==> src/rtl/aes_round_sequencer.sv <==
`default_nettype none
// +-----------------------------------------------------------------------+
// | aes_round_sequencer: iterative AES encryption round controller        |
// | Rev 1.0                                                               |
// +-----------------------------------------------------------------------+
module aes_round_sequencer #(
  parameter int NR = 10
) (
  input  logic         clk,
  input  logic         rst,
  input  logic         in_valid,
  output logic         in_ready,
  input  logic [127:0] in_data,
  output logic [3:0]   rk_idx,
  input  logic [127:0] rk_data,
  output logic [127:0] dp_in,
  output logic         dp_last,
  input  logic [127:0] dp_out,
  output logic         out_valid,
  input  logic         out_ready,
  output logic [127:0] out_data,
  output logic         busy,
  output logic [3:0]   round
);

  typedef enum logic [1:0] {
    IDLE  = 2'd0,
    ROUND = 2'd1,
    DONE  = 2'd2
  } state_t;

  localparam logic [3:0] NR_L = 4'(NR);

  state_t       state;
  logic [127:0] st;

  // The key store is indexed directly by the round counter; it is 0 in IDLE.
  assign rk_idx   = round;
  assign dp_in    = st;
  assign out_data = st;

  // Handshake flags and dp_last are registered alongside the state so that
  // they carry no combinational path from in_valid or out_ready.
  always_ff @(posedge clk) begin
    if (rst) begin
      state     <= IDLE;
      st        <= '0;
      round     <= '0;
      in_ready  <= 1'b1;
      out_valid <= 1'b0;
      busy      <= 1'b0;
      dp_last   <= 1'b0;
    end else begin
      unique case (state)
        IDLE: begin
          if (in_valid) begin
            st       <= in_data ^ rk_data;
            round    <= 4'd1;
            state    <= ROUND;
            in_ready <= 1'b0;
            busy     <= 1'b1;
            dp_last  <= (NR_L == 4'd1);
          end
        end
        ROUND: begin
          st <= dp_out ^ rk_data;
          if (round == NR_L) begin
            state     <= DONE;
            dp_last   <= 1'b0;
            out_valid <= 1'b1;
          end else begin
            round   <= round + 4'd1;
            dp_last <= ((round + 4'd1) == NR_L);
          end
        end
        DONE: begin
          if (out_ready) begin
            state     <= IDLE;
            round     <= '0;
            out_valid <= 1'b0;
            in_ready  <= 1'b1;
            busy      <= 1'b0;
          end
        end
        default: begin
          state     <= IDLE;
          round     <= '0;
          in_ready  <= 1'b1;
          out_valid <= 1'b0;
          busy      <= 1'b0;
          dp_last   <= 1'b0;
        end
      endcase
    end
  end

endmodule
`default_nettype wire

==> config.mk <==
export PLATFORM = sky130hd
export DESIGN_NAME = aes_round_sequencer
export DESIGN_NICKNAME = d
export VERILOG_FILES = /design/src/rtl/aes_round_sequencer.sv
export SDC_FILE = /design/constraint.sdc
export NUM_CORES = 1
export LEC_CHECK = 0
export BUFFER_PORTS_ARGS = -buffer_cell sky130_fd_sc_hd__clkbuf_2
export CAP_MARGIN = 20
export CORE_AREA = 2 2 256 258
export CTS_CLUSTER_DIAMETER = 50
export DETAILED_ROUTE_END_ITERATION = 7
export DIE_AREA = 0 0 258 260
export PLACE_DENSITY = 0.3
export SLEW_MARGIN = 30
export SYNTH_ARGS = -nofsm -noshare
export SYNTH_HDL_FRONTEND = slang
export SYNTH_SLANG_ARGS = --single-unit
==> constraint.sdc <==
create_clock -name clk -period 1.4 [get_ports clk]
set_input_delay 0.07 -clock clk [delete_from_list [all_inputs] [get_ports clk]]
set_output_delay 0.07 -clock clk [all_outputs]
set_load 0.01 [all_outputs]
==> impl_results.md <==
* Status: finished, violations left
* Failing checks: negative setup slack
* Max Transition Viols Final at 0
* I/O Buffers at 655
* CP dominant cell by count: buf_12
* Layer with the highest usage: met2
* Die H at 260 um
* Number of CTS-inserted buffers at 17
* Synthesis warning total at 0
* Drt wl/cell at 15.0 um
* Achievable frequency at about 0.62 GHz
* FF-to-FF path depth at 7
* RSZ-0062 raised after global routing: true
* Area Growth Syn to Fin at 102%
* GRT met3 Usage at between 2 and 3%
* Setup slack on the worst flop-to-flop path at -0.23 ns
* Full die area at 67100 um^2
* Share of layout cells above drive strength 1 at 52.3%
* CP required at 1.77 ns
* Lkg Pwr at 7.53 nW
* Met1 usage at 11.1%
* Worst slew margin at 75.2%
* Crit start category: flop
* Root Buffer: clkbuf_16
* Clock-pin slew on the worst setup and hold paths at approximately 0.070 ns
* Largest net degree at the start of global routing at 57
* Post-synth cell types at 32
* Hold Startpoint: dp_out[7]
* Worst R2R Start: state[0]
* Clock sinks at 138
* Starting Density at ~12%
* Pre-Repair DR Iteration Count at 4
* Syn nets at 1145
* Hold Fails Final Rpt at 0
* Gr ovfl total at 0
* Placed instance count at 2158
* First-pass GRT wire length at 51.7 mm
* Clk_lat worst skew at 0.47 ns
* DR vias/cell at 3.50
* Power Total at 0.0145 W
* Syn Area/Cell at 10.5 um^2
* Final worst-path cycle share at 116%
* H-tree levels at 4
* Synth top area cells: dfxtp_1 35%, mux2i_1 16%, xnor2_1 14%
* Max-capacitance violation count at 0
* CP peak stage delay at 0.32 ns
* CP endpoint kind: flop
* Rows at slightly above 90
* Seq/Total Area, Yosys at between 30% and 40%
* Worst Setup Slack, final at -0.225 ns
* Clock Skew at 0.0159 ns
* Tightest Hold Check Type: input port to flop
* Number of global-route vias before repair at 8990
* Final core occ at 24.9%
* M2 GR Usage at 18.9%
* Yosys reg bits at 138
* Iteration-0 DRC Markers at 245
* Netlist Area Pre-Place at 7900 um^2
* IO Count at 656
* Pwr/cell area at 912 nW/um^2
* Reg-to-Reg End: dp_in[52]
* Antenna-violating nets left at 0
* Top-area cell type share of the netlist area at 35.0%
* CTS tree: yes
* Core Area at 64100 um^2
* Crit Path Class: flop to flop
* Hold Path Depth at 4
* Slowest library cell on the worst path: dfxtp_2
* CP arrival at 1.99 ns
* Worst-margin pin slew at between 0.3 and 0.4 ns
* Placer Congestion at between 0.7 and 0.8
* Maximum vdd drop at around 660 uV
* DIE WIDTH at 258 um
* DRC Markers at 0
* Detailed Route WL at 37.5 mm
* GRT Util Overall at 10.2%
* Final min period at 1.63 ns
* Final #Nets at 2013
* Synth Instances at between 700 and 800
* Hold Path End: dp_in[7]
* CP Cell Sequence: nor2b_4, buf_6, buf_12, buf_12, mux2i_2, xnor2_1, a22o_1
* Critical Path Fanout Max at 13
* Sum Neg Setup Slack at -20.29 ns
* Initial antenna violation count at 1
* Synth area leader: dfxtp_1
* Post-Layout Cell Count at 2491
* Vias at 8711
* Hpwl dp at 27.4 mm
* # setup viols final at 131
* Max clock buf depth at 2
[final cells by class]
cell class	instances	area, um^2
timing repair buffer	1028	7220
inverter	3	11.3
fill	6877	48200
antenna	1	2.50
clock buffer	18	429
multi-input combinational	434	4240
tap	855	1070
sequential	138	2770
clock inverter	14	219
[cells by family (layout without fill, tap and decap cells)]
logic type / count (synthesis) / in the layout / synth area share [%]
buffers and inverters: 182 / 1063 / 16.4
AND/OR/NAND/NOR: 28 / 28 / 1.95
XOR/XNOR: 130 / 130 / 14.4
other: 0 / 1 / 0
AO/OA/AOI/OAI: 145 / 145 / 15.5
flip-flops: 138 / 138 / 35.0
multiplexers: 128 / 128 / 16.2
adder cells (fa/ha/maj): 3 / 3 / 0.475
[metal layers]
| layer | vias to the layer above | wire [um] |
|---|---|---|
| met1 | 4042 | 14900 |
| met2 | 344 | 19900 |
| met4 | 0 | 788 |
| met3 | 33 | 1890 |
| li1 | 4292 | - |
| met5 | - | 0 |
[layout by cell type (no fill, tap or decap), types with 4 or more instances in the layout]
cell type / netlist / routed
clkbuf_2: 0 / 655
dlygate4sd3_1: 0 / 278
dfxtp_1: 138 / 135
a22o_1: 128 / 128
xnor2_1: 130 / 127
mux2i_1: 128 / 68
buf_4: 134 / 50
mux2i_2: 0 / 47
clkbuf_16: 0 / 20
buf_12: 0 / 16
buf_6: 14 / 14
mux2i_4: 0 / 13
buf_8: 0 / 8
a21oi_1: 7 / 7
nor2_1: 9 / 6
bufinv_16: 0 / 5
nand2_1: 4 / 4
buf_16: 0 / 4
[what timing repair did]
action | CTS | global route
gates resized for setup | 32 | 100
hold buffers | 278 | 0
hold endpoints to repair | 134 | 0
setup endpoints to repair | 130 | 135
setup buffers | 4 | 14
cloned | 3 | 4
pin swaps | 2 | 4
[through the flow]
stage               setup WS, ns  hold WS (ns)  cell area [um^2]
finish                    -0.225        0.0221             16000
global route              -0.298        0.0173             16000
CTS                       -0.199      0.000287             15300
detailed placement        -0.362         0.372             11700
global placement          -0.285         0.364             11700
floorplan                -0.0902         0.219              7960
[sequential cells by signal (all words and copies together), names as in the netlist]
signal / count
out_valid: 1
rk_idx: 4
dp_in: 128
state: 2
in_ready: 1
dp_last: 1
busy: 1
[report_power, final]
group	internal (W)	switching, W	total [W]
clock network	0.00317	0.00200	0.00517
registers	0.00433	0.000432	0.00476
logic	0.00265	0.00196	0.00461
[Yosys cell counts]
library cell and n:
o21bai_1 1, nand2_1 4, nor3_1 3, nor2_1 9, buf_2 4, nor2b_1 1, mux2i_1 128, xnor2_1 130
buf_4 134, nand3b_1 3, clkbuf_1 26, buf_6 14, a21boi_0 1, a22o_1 128, nor3_2 1, nand2b_1 2
nand3_1 1, o32ai_1 1, o21ai_0 3, a22oi_1 1, a21o_1 1, nor2b_2 1, ha_1 3, and3b_1 1
inv_1 3, and2_1 1, buf_1 1, a2bb2oi_1 1, o31ai_1 1, a21oi_1 7, dfxtp_1 138, or4b_2 1
[critical path, delay by kind of cell, from the launching register on]
kind	cells	cell delay, ns
AO/OA/AOI/OAI	1	0.19
XOR/XNOR	1	0.11
buffers and inverters	3	0.47
flip-flops	1	0.32
multiplexers	1	0.25
AND/OR/NAND/NOR	1	0.15
[worst max-delay path by stage]
stage,from,end,slack (ns),cells after the start
3_5_place_dp,state[0],dp_in[118],-0.36,6
5_1_grt,state[0],dp_in[74],-0.30,7
3_3_place_gp,state[0],dp_in[118],-0.29,6
6_report,state[0],dp_in[52],-0.23,7
2_1_floorplan,state[1],dp_in[0],-0.09,8
4_1_cts,state[0],dp_in[52],-0.20,6
Note: power is estimated with default switching activity, not from simulation.
